## src/rtl/sprite_blitter.sv

```systemverilog
// sprite_blitter: XOR-draws a sprite into a packed 1bpp framebuffer
// (16 pixels per word, MSB = leftmost). Each sprite row is one read-modify-write
// of the left word and, if the shifted pattern spills over, one of the right
// word. Clipped at the right/bottom edges; collision reports any 1->0 pixel flip.
// Optional feature macro: SCHIP_SPRITE16_EN (rows=0 selects a 16-row sprite,
// 16 pixels wide in hires, fetched as two bytes per row).
//
// Handshake: start is accepted only while idle (busy=0, done=0). The request
// inputs are captured on that edge. busy is high while the operation runs.
// done pulses for one cycle as busy drops. collision is stable from done until
// the next accepted start.
module sprite_blitter (
    input  logic        clk,
    input  logic        reset,
    input  logic        start,
    input  logic        hires,
    input  logic [6:0]  x,
    input  logic [5:0]  y,
    input  logic [3:0]  rows,
    output logic [4:0]  sprAddr,
    input  logic [7:0]  sprData,
    output logic [8:0]  fbAddr,
    input  logic [15:0] fbRdata,
    output logic [15:0] fbWdata,
    output logic        fbWe,
    output logic        busy,
    output logic        done,
    output logic        collision
);

    typedef enum logic [2:0] {IDLE, FETCH, RDL, WRL, RDR, WRR, DONE} state_t;

    state_t      state, stateNext;
    logic        hiresR, wideR, halfR;
    logic [6:0]  colR;
    logic [5:0]  rowY;
    logic [3:0]  rowIdx;
    logic [4:0]  rowsLeft;
    logic [7:0]  byteHi, byteLo;
    logic        collisionR;

    logic [4:0]  effRows;
    logic        startWide;
    logic [8:0]  lineBase, wordL, wordR;
    logic        lastWord, needRight, lastRow, rowAdvance;
    logic [15:0] spr16, maskL, maskR;
    logic [31:0] pattern;
    logic [6:0]  nextY;

    // Effective row count and sprite width chosen at start.
    always_comb begin
`ifdef SCHIP_SPRITE16_EN
        effRows   = (rows == 4'd0) ? 5'd16 : {1'b0, rows};
        startWide = hires && (rows == 4'd0);
`else
        effRows   = {1'b0, rows};
        startWide = 1'b0;
`endif
    end

    // Word addressing, mask generation and end-of-draw detection.
    assign lineBase   = hiresR ? {rowY, 3'b000} : {1'b0, rowY, 2'b00};
    assign wordL      = lineBase + {6'd0, colR[6:4]};
    assign wordR      = wordL + 9'd1;
    assign lastWord   = hiresR ? (colR[6:4] == 3'd7) : (colR[5:4] == 2'd3);
    assign spr16      = wideR ? {byteHi, byteLo} : {byteLo, 8'h00};
    assign pattern    = {spr16, 16'h0000} >> colR[3:0];
    assign maskL      = pattern[31:16];
    assign maskR      = pattern[15:0];
    assign needRight  = (maskR != 16'h0000) && !lastWord;
    assign nextY      = {1'b0, rowY} + 7'd1;
    assign lastRow    = (rowsLeft == 5'd1) || (nextY >= (hiresR ? 7'd64 : 7'd32));
    assign rowAdvance = ((state == WRL) && !needRight) || (state == WRR);

    // State register.
    always_ff @(posedge clk) begin
        if (reset) state <= IDLE;
        else       state <= stateNext;
    end

    // Next-state and memory-port outputs.
    always_comb begin
        stateNext = state;
        sprAddr   = 5'd0;
        fbAddr    = 9'd0;
        fbWdata   = 16'h0000;
        fbWe      = 1'b0;
        busy      = 1'b0;
        done      = 1'b0;
        unique case (state)
            IDLE: begin
                if (start) stateNext = (effRows == 5'd0) ? DONE : FETCH;
            end
            FETCH: begin
                busy      = 1'b1;
                sprAddr   = wideR ? {rowIdx, halfR} : {1'b0, rowIdx};
                stateNext = (wideR && !halfR) ? FETCH : RDL;
            end
            RDL: begin
                busy      = 1'b1;
                fbAddr    = wordL;
                stateNext = WRL;
            end
            WRL: begin
                busy    = 1'b1;
                fbAddr  = wordL;
                fbWe    = 1'b1;
                fbWdata = fbRdata ^ maskL;
                if (needRight)    stateNext = RDR;
                else if (lastRow) stateNext = DONE;
                else              stateNext = FETCH;
            end
            RDR: begin
                busy      = 1'b1;
                fbAddr    = wordR;
                stateNext = WRR;
            end
            WRR: begin
                busy      = 1'b1;
                fbAddr    = wordR;
                fbWe      = 1'b1;
                fbWdata   = fbRdata ^ maskR;
                stateNext = lastRow ? DONE : FETCH;
            end
            DONE: begin
                done      = 1'b1;
                stateNext = IDLE;
            end
            default: stateNext = IDLE;
        endcase
    end

    // Request capture, sprite byte latching, row stepping and collision.
    always_ff @(posedge clk) begin
        if (reset) begin
            hiresR     <= 1'b0;
            wideR      <= 1'b0;
            halfR      <= 1'b0;
            colR       <= 7'd0;
            rowY       <= 6'd0;
            rowIdx     <= 4'd0;
            rowsLeft   <= 5'd0;
            byteHi     <= 8'h00;
            byteLo     <= 8'h00;
            collisionR <= 1'b0;
        end else begin
            if (state == IDLE && start) begin
                hiresR     <= hires;
                wideR      <= startWide;
                halfR      <= 1'b0;
                colR       <= hires ? x : {1'b0, x[5:0]};
                rowY       <= hires ? y : {1'b0, y[4:0]};
                rowIdx     <= 4'd0;
                rowsLeft   <= effRows;
                collisionR <= 1'b0;
            end
            if (state == FETCH && wideR) begin
                halfR <= ~halfR;
                if (halfR) byteHi <= sprData;
            end
            if (state == RDL) byteLo <= sprData;
            if (state == WRL) collisionR <= collisionR | (|(fbRdata & maskL));
            if (state == WRR) collisionR <= collisionR | (|(fbRdata & maskR));
            if (rowAdvance) begin
                rowIdx   <= rowIdx + 4'd1;
                rowY     <= nextY[5:0];
                rowsLeft <= rowsLeft - 5'd1;
            end
        end
    end

    assign collision = collisionR;

endmodule

```

## config.mk

```make
export PLATFORM = sky130hd
export DESIGN_NAME = sprite_blitter
export DESIGN_NICKNAME = d
export VERILOG_FILES = /design/src/rtl/sprite_blitter.sv
export SDC_FILE = /design/constraint.sdc
export NUM_CORES = 1
export LEC_CHECK = 0
export BUFFER_PORTS_ARGS = -buffer_cell sky130_fd_sc_hd__buf_4
export CAP_MARGIN = 20
export CORE_UTILIZATION = 47
export DETAILED_ROUTE_END_ITERATION = 16
export GPL_ROUTABILITY_DRIVEN = 1
export HOLD_SLACK_MARGIN = 0.06
export PLACE_DENSITY = 0.7
export SETUP_SLACK_MARGIN = 0.5
export SLEW_MARGIN = 25
export SYNTH_ARGS = -nofsm -noshare
export SYNTH_HDL_FRONTEND = slang
export SYNTH_SLANG_ARGS = --single-unit
```

## constraint.sdc

```tcl
create_clock -name clk -period 6.9 [get_ports clk]
set_clock_uncertainty 0.2 [all_clocks]
set_input_delay 0.69 -clock clk [delete_from_list [all_inputs] [get_ports clk]]
set_output_delay 0.69 -clock clk [all_outputs]
set_load 0.005 [all_outputs]
```

# Yosys cells after proc, flatten, opt, wreduce, memory -nomap -nowiden
# Cells that the tools add are included.
# word_totals
inputBits	45
out_inout_bits	34
regBits	35
word_cells	74
# op_classes
reduce_logical	18
shift	1
n_lt_le_gt_ge	1
n_mux	25
n_addsub	5
eq_ne	10
bitwise_logic	6
# op_table
op	n
$and 16x16->16	2
$pmux 16 s2	1
$reduce_or 16->1	2
$shr 32x4->32	1
$xor 16x16->16	2
$mux 6	3
$pmux 3 s6	1
$pmux 9 s2	1
$reduce_bool 16->1	1
$mux 7	2
$eq 3x3->1 const B	4
$mux 3	4
$mux 4	3
$mux 5	2
$add 9x1->9 const B	1
$add 9x3->9	1
$mux 9	1
$add 6x1->7 const B	1
$ge 7x7->1	1
$mux 1	7
$eq 3x2->1 const B	2
$reduce_or 2->1	3
$eq 5x1->1 const B	1
$logic_not 5->1	1
13 further kinds	18

# Logic depth before layout (Yosys ltp)
# Gate-level depths: netlist of run 1.
# depth
word_depth	8
depth_mapped	10
ltp_nobuf	9

# Worst setup path before layout of run 1
# No wires, ideal clock.
# synth_timing
path_type	register to output
start	register hiresR
end	output fbAddr[7]
setup_slack_ps	3481
required_ps	6010
t_arrival_ps	2529
n_path_buf	1
stages_incl_launch_ff	11
path_cell_list	dfxtp_1 > buf_2 > nor2b_1 > ha_1 > ha_1 > and4_1 > o32ai_1 > a31oi_1 > nand2_1 > or4b_2 > a31oi_1
# synth_between
elab_chain_cells	4
# synth_lines
element	line	text
start: declaration	34	logic hiresR, wideR, halfR;
start signal: assignment	148	hiresR <= hires;
$mux 9 (*)	62	assign lineBase = hiresR ? {rowY, 3'b000} : {1'b0, rowY, 2'b00};
$add 9x3->9 (*)	63	assign wordL = lineBase + {6'd0, colR[6:4]};
$add 9x1->9	64	assign wordR = wordL + 9'd1;
$pmux 9 s2 (*)	90	unique case (state)
end: declaration	22	output logic [8:0] fbAddr,
# Every way passes the cells marked *; elsewhere a longest branch is shown, timed or not.

# Worst setup path in the final report of run 1
# Ends and elaborated chain as after synthesis.

==> results.json, run 1 <==
{
  "grt_pass1_wl_um": 19000,
  "vias_per_cell": 6.39,
  "row_count": 32,
  "cts-root-buf": "clkbuf_8",
  "die_h_um": 92.2,
  "period_share": 0.598,
  "grt-ovfl-total": 0,
  "hold_violations": 0,
  "post_dp_cell_area_sq_um": 4380,
  "maxSlewViolCount": 0,
  "critPathCaptureType": "output port",
  "fillCellCount": 771,
  "leakagePower_nw": 1.70,
  "synth_area_sq_um": 3830,
  "htreeDepth": 2,
  "ios": 79,
  "postLayoutCoreUtil": 0.572,
  "cts_resized": 0,
  "wirelength_um": 11600,
  "route.detailed.drc": 0,
  "vias": 4269,
  "rr_endpoint": "collision",
  "cts_hold_buf": 0,
  "synth_simple_gate_area_frac": 0.288,
  "grt_start_max_net_pins": 40,
  "register_area_sq_um": 701,
  "synth_top_family_by_area": "simple AND/OR/NAND/NOR gates",
  "synth_seq_cells": 35,
  "setup_slack_ps": 2780,
  "io_buffers": 77,
  "relSlewSlack": 0.329,
  "clock_latency_ps": 300,
  "hold_depth": 2,
  "ys_async_sr_fraction": 0,
  "grt_pass1_vias": 3814,
  "arrival_ps": 3230,
  "worst_pin_slew_ps": 1000,
  "finalSetupViolCount": 0,
  "yosysWarningCount": 0,
  "irDropWorstVdd_v": 0.0000918,
  "dpl_worst_slack_ps": 3130,
  "clock_sinks": 35,
  "min_to": "colR[5]",
  "wl_per_cell_um": 17.4,
  "ys_seq_area_frac": 0.183,
  "clk_pin_slew_ps": 80,
  "die_w_um": 92.2,
  "coreArea_sq_um": 7810,
  "layout-drive-gt1-share": 0.198,
  "postRouteAntennaNets": 0,
  "netlist_instances": 521,
  "finalNetCount": 622,
  "min_period_ps": 4120,
  "globalplace.congestion": 0.929,
  "power_density_nw_per_um2": 145,
  "status": "completed",
  "syn_to_final_growth_pct": 16.8,
  "design_area_sq_um": 4470,
  "multi_input_area_sq_um": 2880,
  "grt_usage": 0.276,
  "path_class": "reg2out",
  "cp-start-kind": "flip-flop",
  "synth_xor_area_frac": 0.0137,
  "rsz0062_at_grt": "no",
  "hold_path_class": "reg2reg",
  "grt_antenna_before_repair": 0,
  "final.setup.tns_ps": 0,
  "crit_required_ps": 6010,
  "die_area_sq_um": 8510,
  "cts.path.max_buffers": 2,
  "numCtsBuffers": 5,
  "worstReg2RegStart": "colR[0]",
  "whs_ps": 292,
  "ys_types": 67,
  "worstHoldStart": "colR[5]",
  "synthMuxAreaShare": 0.131,
  "synth_edf_count": 0,
  "synthesis.nets": 578,
  "cts_tree": "done",
  "crit_fanout": 14,
  "synthAdderAreaFrac": 0.0392,
  "cts_post_setup_buffers_inserted": 0,
  "synth-compound-area-share": 0.279,
  "reg2reg_setup_slack_ps": 3650,
  "yosys_most_used_dff": "dfxtp_1",
  "drtIter0Drc": 301,
  "fmax_ghz": 0.242,
  "hpwl_um": 8290,
  "avgSynthCellArea_sq_um": 7.34,
  "r2r_cells": 7,
  "drv_cap": 0,
  "first_pass_iters": 5,
  "initial_utilization": 0.490,
  "diodes": 0
}
worst max-delay path by stage:
stage | from | to | cells past startpoint
floorplan | hiresR | fbAddr[7] | 10
global placement | hiresR | fbAddr[7] | 10
detailed placement | hiresR | fbAddr[7] | 10
CTS | hiresR | fbAddr[7] | 10
global route | hiresR | fbAddr[7] | 10
finish | hiresR | fbAddr[7] | 10
placed cells by master (no fill, tap or decap), types with 8 or more instances in the layout:
cell       n
buf_4     82
nand2_1   50
nor2_1    40
dfxtp_1   35
a21oi_1   31
nand3_1   28
o21ai_0   27
mux2i_1   23
nor2b_1   17
inv_1     15
and3_1    12
ha_1      12
or3_1     11
mux2_2    11
a31oi_1   10
nor3_1    10
o211ai_1   8
nand3b_1   8
nand2b_1   8
through the flow:
| stage | std cells | total power (W) |
|---|---|---|
| after floorplan | 521 | 0.000411 |
| after global placement | 660 | 0.000481 |
| after detailed placement | 660 | 0.000487 |
| after CTS | 668 | 0.000645 |
| after global routing | 668 | 0.000684 |
| final | 668 | 0.000646 |
synthesized netlist by cell type (all sizes together), types with 7 or more instances:
library cell   n  area, sq um
nand3b         8         60.1
nor2b         17          106
a22o           7         61.3
nand3         28          140
and3          12         75.1
o21ai         27          135
clkbuf        35          131
a21oi         31          155
inv           15         56.3
mux2          11          124
o211ai         8         60.1
ha            12          150
dfxtp         35          701
buf           10         55.1
nand2         50          188
nand2b         8         50.1
a211oi         8         65.1
nor3          11         60.1
and2           7         43.8
a31oi         10         62.6
mux2i         23          230
nor2          40          150
or3           11         68.8
critical path, cell delays in order (launching register included):
cell and delay (ps):
dfxtp_1 600, inv_1 240, a21o_1 210, ha_1 250
nand3_1 100, o32ai_1 90, a31oi_1 390, nand2_1 130
or4b_2 630, a31oi_1 180, buf_4 130
routing by layer:
layer  global-route usage  share of wire  up-vias
li1                     -              -     2049
met1                0.398           0.48     2022
met2                0.427           0.44      176
met3               0.0340          0.064       22
met4               0.0820          0.018        0
met5                    0              0        -
report_power, final:
| group | internal (W) | switching (W) |
|---|---|---|
| logic | 0.000103 | 0.000127 |
| registers | 0.000218 | 0.0000391 |
| clock network | 0.0000708 | 0.0000884 |
sequential cells by signal, indices dropped and copies added, names as in the netlist:
signal and count:
byteLo 8, colR 7, rowY 6, rowsLeft 5, rowIdx 4, state 3
collision 1, hiresR 1
logic make-up after synthesis:
family	count (synthesis)
buffers and inverters	61
AOI/OAI and AO/OA	153
other	1
xor gates and xnor gates	6
and+or+nand+nor	213
adders and majority gates	12
DFF	35
muxes	40
layout make-up:
type | instances | area share
Clock buffer | 6 | 0.0162
Tap cell | 102 | 0.0286
Inverter | 16 | 0.0134
Timing Repair Buffer | 82 | 0.138
Clock inverter | 2 | 0.00280
Multi-Input combinational cell | 425 | 0.644
Sequential cell | 35 | 0.157
(Power assumes the default switching activity.)
==> inputs of run 2 (changes only) <==
Settings changed: ABC_AREA from default to 1, PLACE_DENSITY 0.7 to 0.71.
Clock period 6.9 ns to 4.15 ns, I/O delays scaled along.
==> run 2 against run 1 <==
Net effect:
- final cell count is 8.7% higher
- register-to-register slack worse by 2400 ps
- critical endpoint is now fbWdata[11]
- critical path depth down 3
- design area shrank 9.8%
- largest power group is now combinational cells
- via count shrank 10%
- critical path type unchanged
- sequential power is 71% higher
==> results.json, run 2 <==
{
  "status": "completed",
  "coreArea_sq_um": 6830,
  "maxSlewViolCount": 0,
  "reg2reg_setup_slack_ps": 1280,
  "cts_tree": "done",
  "pwr-share-comb": 0.448,
  "power_frac_clock": 0.206,
  "hpwl_um": 7110,
  "largest-register": "byteLo",
  "rr_endpoint": "rowIdx[0]",
  "worstReg2RegStart": "colR[3]",
  "post_dp_cell_area_sq_um": 3940,
  "row_count": 30,
  "ys_types": 40,
  "synth_seq_cells": 35,
  "avgSynthCellArea_sq_um": 5.91,
  "first_pass_iters": 5,
  "vias": 3825,
  "cts_post_setup_buffers_inserted": 0,
  "netlist_instances": 568,
  "synth_edf_count": 0,
  "postLayoutCoreUtil": 0.590,
  "netSwitchingPower_w": 0.000565,
  "grt_start_max_net_pins": 28,
  "arrival_ps": 2550,
  "postRouteAntennaNets": 0,
  "relSlewSlack": 0.525,
  "min_period_ps": 3160,
  "multi_input_area_sq_um": 2300,
  "yosys-top-cells-count": "nand2_1, nand3_1, nor2_1",
  "wirelength_um": 9170,
  "fmax_ghz": 0.316,
  "mostFrequentLayoutCell": "nand2_1",
  "grt-ovfl-total": 0,
  "layout-drive-gt1-share": 0.184,
  "finalSetupViolCount": 0,
  "synth_area_sq_um": 3360,
  "rsz0062_at_grt": "no",
  "fillCellCount": 720,
  "irDropWorstVdd_v": 0.000194,
  "path_class": "reg2out",
  "grt_pass1_wl_um": 15100,
  "die_w_um": 86.5,
  "grt_usage": 0.253,
  "hold_depth": 3,
  "cts-root-buf": "clkbuf_8",
  "route.detailed.drc": 0,
  "finalNetCount": 686,
  "final.setup.tns_ps": 0,
  "grt_antenna_before_repair": 0,
  "design_area_sq_um": 4030,
  "drtIter0Drc": 191,
  "largest_reg_flops": 8,
  "initial_utilization": 0.492,
  "yosysMostFrequentCell": "nand2_1",
  "critPathCaptureType": "output port",
  "final_cell_mix": "nand2_1, buf_4, nand3_1",
  "reg_top3": "byteLo (8), colR (7), rowY (6)",
  "synth_top_cell_by_area": "dfxtp_1",
  "setup_slack_ps": 990,
  "worst_pin_slew_ps": 706,
  "period_share": 0.762,
  "globalplace.congestion": 0.896,
  "ys_seq_area_frac": 0.209,
  "min_to": "byteLo[4]",
  "ys_async_sr_fraction": 0,
  "power_density_nw_per_um2": 315,
  "pwr-share-seq": 0.346,
  "hold_violations": 0,
  "numCtsBuffers": 5,
  "internal_power_w": 0.000707,
  "r2r_cells": 9,
  "hold_path_class": "in2reg",
  "htreeDepth": 2,
  "leakagePower_nw": 1.85,
  "dpl_worst_slack_ps": 1120,
  "drv_cap": 0,
  "clk_pin_slew_ps": 80,
  "yosys_most_used_dff": "dfxtp_1",
  "cts.path.max_buffers": 2,
  "ios": 79,
  "crit_required_ps": 3530,
  "synth_area_leaders": "dfxtp_1, nand2_1, nand3_1",
  "die_area_sq_um": 7490,
  "worstHoldStart": "sprData[4]",
  "wl_per_cell_um": 12.6,
  "clock_sinks": 35,
  "vias_per_cell": 5.27,
  "grt_pass1_vias": 3383,
  "p_total_w": 0.00127,
  "syn_to_final_growth_pct": 20.0,
  "clock_latency_ps": 300,
  "yosysWarningCount": 0,
  "synthesis.nets": 625,
  "register_area_sq_um": 701,
  "cp-start-kind": "flip-flop",
  "die_h_um": 86.5,
  "crit_fanout": 19,
  "netlist.area_leader.share": 0.209,
  "p_sw_frac": 0.444,
  "diodes": 0,
  "io_buffers": 77
}
run 2: cell types whose count changed in the layout (fill, tap and decap cells not counted), moves of 11 or more:
| cell | before | now |
|---|---|---|
| and3_1 | 12 | 0 |
| inv_1 | 15 | 54 |
| mux2_2 | 11 | 0 |
| mux2i_1 | 23 | 1 |
| nand2_1 | 50 | 136 |
| nand3_1 | 28 | 71 |
| nor2_1 | 40 | 62 |
| nor2b_1 | 17 | 0 |
| o21ai_0 | 27 | 51 |
| or3_1 | 11 | 0 |
| xor2_1 | 3 | 15 |
run 2: cell families after synthesis:
| group | after synthesis | share of synthesized area |
|---|---|---|
| compound gates | 103 | 0.166 |
| xor+xnor | 18 | 0.0469 |
| flops | 35 | 0.209 |
| simple gates | 312 | 0.422 |
| other cells | 1 | 0.00112 |
| fa+ha+maj | 12 | 0.0447 |
| mux | 1 | 0.00298 |
| buf+inv | 86 | 0.107 |
run 2: worst max-delay path, stage by stage, from the launching register on:
cell	delay, ps
dfxtp_1	560
clkinv_1	500
nand2_1	230
o21ai_0	160
o31ai_1	390
o21ai_0	130
a21oi_1	150
buf_4	130
run 2: layout make-up:
type / count / share of cell area
clock buffer: 5 / 0.0171
clock inverter: 3 / 0.00497
inverter: 61 / 0.0568
multi-input combinational: 447 / 0.570
sequential: 35 / 0.174
tap: 96 / 0.0298
timing repair buffer: 79 / 0.147
run 2: worst max path at each step:
stage | startpoint | to | slack, ps
final | colR[2] | fbWdata[11] | 990
after global routing | state[2] | fbWdata[4] | 680
after CTS | state[2] | fbWdata[4] | 800
after detailed placement | state[2] | fbWdata[4] | 1120
after global placement | state[2] | fbWdata[4] | 1270
after floorplan | hiresR | fbAddr[8] | 1670
run 2: metrics by stage:
step	instances	hold slack, ps
after global routing	726	132
after detailed placement	718	281
after CTS	726	135
final	726	129
after global placement	718	270
after floorplan	568	248
run 2: what timing repair did:
action	CTS	global route
gates resized for setup	0	1
hold buffers	0	0
endpoints found under the setup margin	0	1
run 2: power by group through the flow:
| stage | registers [W] | logic (W) | clock network, W |
|---|---|---|---|
| 2_1_floorplan | 0.000417 | 0.000440 | 0 |
| 3_3_place_gp | 0.000446 | 0.000558 | 0 |
| 3_5_place_dp | 0.000446 | 0.000567 | 0 |
| 4_1_cts | 0.000439 | 0.000569 | 0.000261 |
| 5_1_grt | 0.000448 | 0.000649 | 0.000280 |
| 6_report | 0.000440 | 0.000570 | 0.000262 |
run 2: layer usage:
metal | up-vias | GRT usage | share of wire
met5 | - | 0 | 0
met4 | 0 | 0.0955 | 0.025
li1 | 1992 | - | -
met3 | 22 | 0.0343 | 0.048
met2 | 106 | 0.462 | 0.50
met1 | 1705 | 0.300 | 0.42
==> inputs of run 3 (changes only) <==
Settings changed: PLACE_DENSITY 0.71 to 0.74.
Clock period 4.15 ns to 2.9 ns, I/O delays scaled along.
==> run 3 against run 2 <==
Net effect:
- core utilization increased by 9.6 points
- highest routed layer unchanged
- combinational power grew 88%
- clock power increased by 33%
==> results.json, run 3 (same netlist as run 2, synthesis figures left out) <==
{
  "status": "completed",
  "dp.cells": 727,
  "first_pass_iters": 5,
  "numCtsBuffers": 5,
  "syn_to_final_growth_pct": 39.6,
  "finalSetupViolCount": 0,
  "min_period_ps": 2690,
  "diodes": 0,
  "cts_tree": "done",
  "whs_ps": 92.5,
  "crit_fanout": 6,
  "reg2reg_setup_slack_ps": 630,
  "final_cells": 772,
  "globalplace.congestion": 0.938,
  "leakagePower_nw": 2.14,
  "power_density_nw_per_um2": 434,
  "layout-drive-gt1-share": 0.306,
  "die_h_um": 86.5,
  "largest-register": "byteLo",
  "io_buffers": 77,
  "hpwl_um": 7460,
  "clock_sinks": 35,
  "wirelength_um": 11000,
  "vias_per_cell": 5.46,
  "grt_usage": 0.277,
  "clock_latency_ps": 280,
  "fillCellCount": 617,
  "grt_pass1_vias": 3698,
  "reg_top3": "byteLo (8), colR (7), rowY (6)",
  "row_count": 30,
  "drtIter0Drc": 242,
  "postLayoutCoreUtil": 0.686,
  "cts.path.max_buffers": 2,
  "critPathCaptureType": "output port",
  "hold_path_class": "in2reg",
  "finalNetCount": 732,
  "grt-ovfl-total": 0,
  "die_w_um": 86.5,
  "period_share": 0.927,
  "worst_pin_slew_ps": 569,
  "mostFrequentLayoutCell": "nand2_1",
  "largest_reg_flops": 8,
  "clk_pin_slew_ps": 70,
  "path_class": "reg2out",
  "wl_per_cell_um": 14.2,
  "final_cell_mix": "nand2_1, buf_4, nand3_1",
  "grt_start_max_net_pins": 22,
  "cts-root-buf": "clkbuf_8",
  "rsz0062_at_grt": "yes",
  "crit_required_ps": 2410,
  "final.setup.tns_ps": 0,
  "grt_antenna_before_repair": 0,
  "hold_violations": 0,
  "fmax_ghz": 0.372,
  "relSlewSlack": 0.617,
  "cp-start-kind": "flip-flop",
  "grt_pass1_wl_um": 16600,
  "ios": 79,
  "postRouteAntennaNets": 0,
  "arrival_ps": 2200,
  "route.detailed.drc": 0,
  "maxSlewViolCount": 0,
  "htreeDepth": 2,
  "vias": 4218,
  "irDropWorstVdd_v": 0.000256,
  "initial_utilization": 0.492,
  "drv_cap": 0,
  "die_area_sq_um": 7490,
  "coreArea_sq_um": 6830
}
-- run 3: critical path, stage by stage, from the launching register on --
cell	delay (ps)
dfxtp_4	380
buf_4	150
o21ai_4	230
nand4_1	220
nor2_1	200
xor2_1	110
or2_1	270
nand2_1	70
nand2_1	60
a21oi_2	100
buf_4	110
-- run 3: worst paths after layout --
kind | start | to | cells past startpoint
worst min register to register | rowIdx[3] | rowIdx[3] | 2
worst max register to register | rowY[1] | state[0] | 11
worst max-delay path | hiresR | fbAddr[8] | 10
worst min-delay path | hires | hiresR | 3
-- run 3: per-stage QoR --
step | cell area [sq um] | power [W] | setup slack [ps]
floorplan | 3360 | 0.00123 | 547
global placement | 4010 | 0.00146 | 335
detailed placement | 4010 | 0.00147 | 281
CTS | 4370 | 0.00188 | 271
global route | 4690 | 0.00218 | 90.6
finish | 4690 | 0.00204 | 213
-- run 3: repair_timing --
item | in CTS | in global routing
hold buffers | 6 | 0
gates resized for setup | 44 | 59
hold endpoints to repair | 6 | 0
setup endpoints to repair | 32 | 29
pin swaps | 14 | 16
cloned | 0 | 1
buffers inserted | 14 | 16
-- run 3: layout make-up --
type / count / area, sq um / area share
Clock buffer: 7 / 76.3 / 0.0163
Clock inverter: 1 / 5.00 / 0.00107
Inverter: 61 / 240 / 0.0512
Multi-Input combinational cell: 447 / 2520 / 0.539
Sequential cell: 35 / 719 / 0.153
Tap cell: 96 / 120 / 0.0256
Timing Repair Buffer: 125 / 1000 / 0.214
-- run 3: layer usage --
layer	part of all wire	global-route usage	vias up	wire length (um)
li1	-	-	2091	-
met1	0.41	0.328	1889	4460
met2	0.50	0.506	196	5440
met3	0.059	0.0324	42	653
met4	0.039	0.111	0	432
met5	0	0	-	0
-- run 3: report_power, final --
| part | switching, W | internal, W | total [W] | leakage (nW) |
|---|---|---|---|---|
| clock | 0.000180 | 0.000169 | 0.000348 | 0.0422 |
| combinational | 0.000635 | 0.000431 | 0.00107 | 1.80 |
| sequential | 0.0000777 | 0.000545 | 0.000623 | 0.290 |
| total | 0.000892 | 0.00114 | 0.00204 | 2.14 |
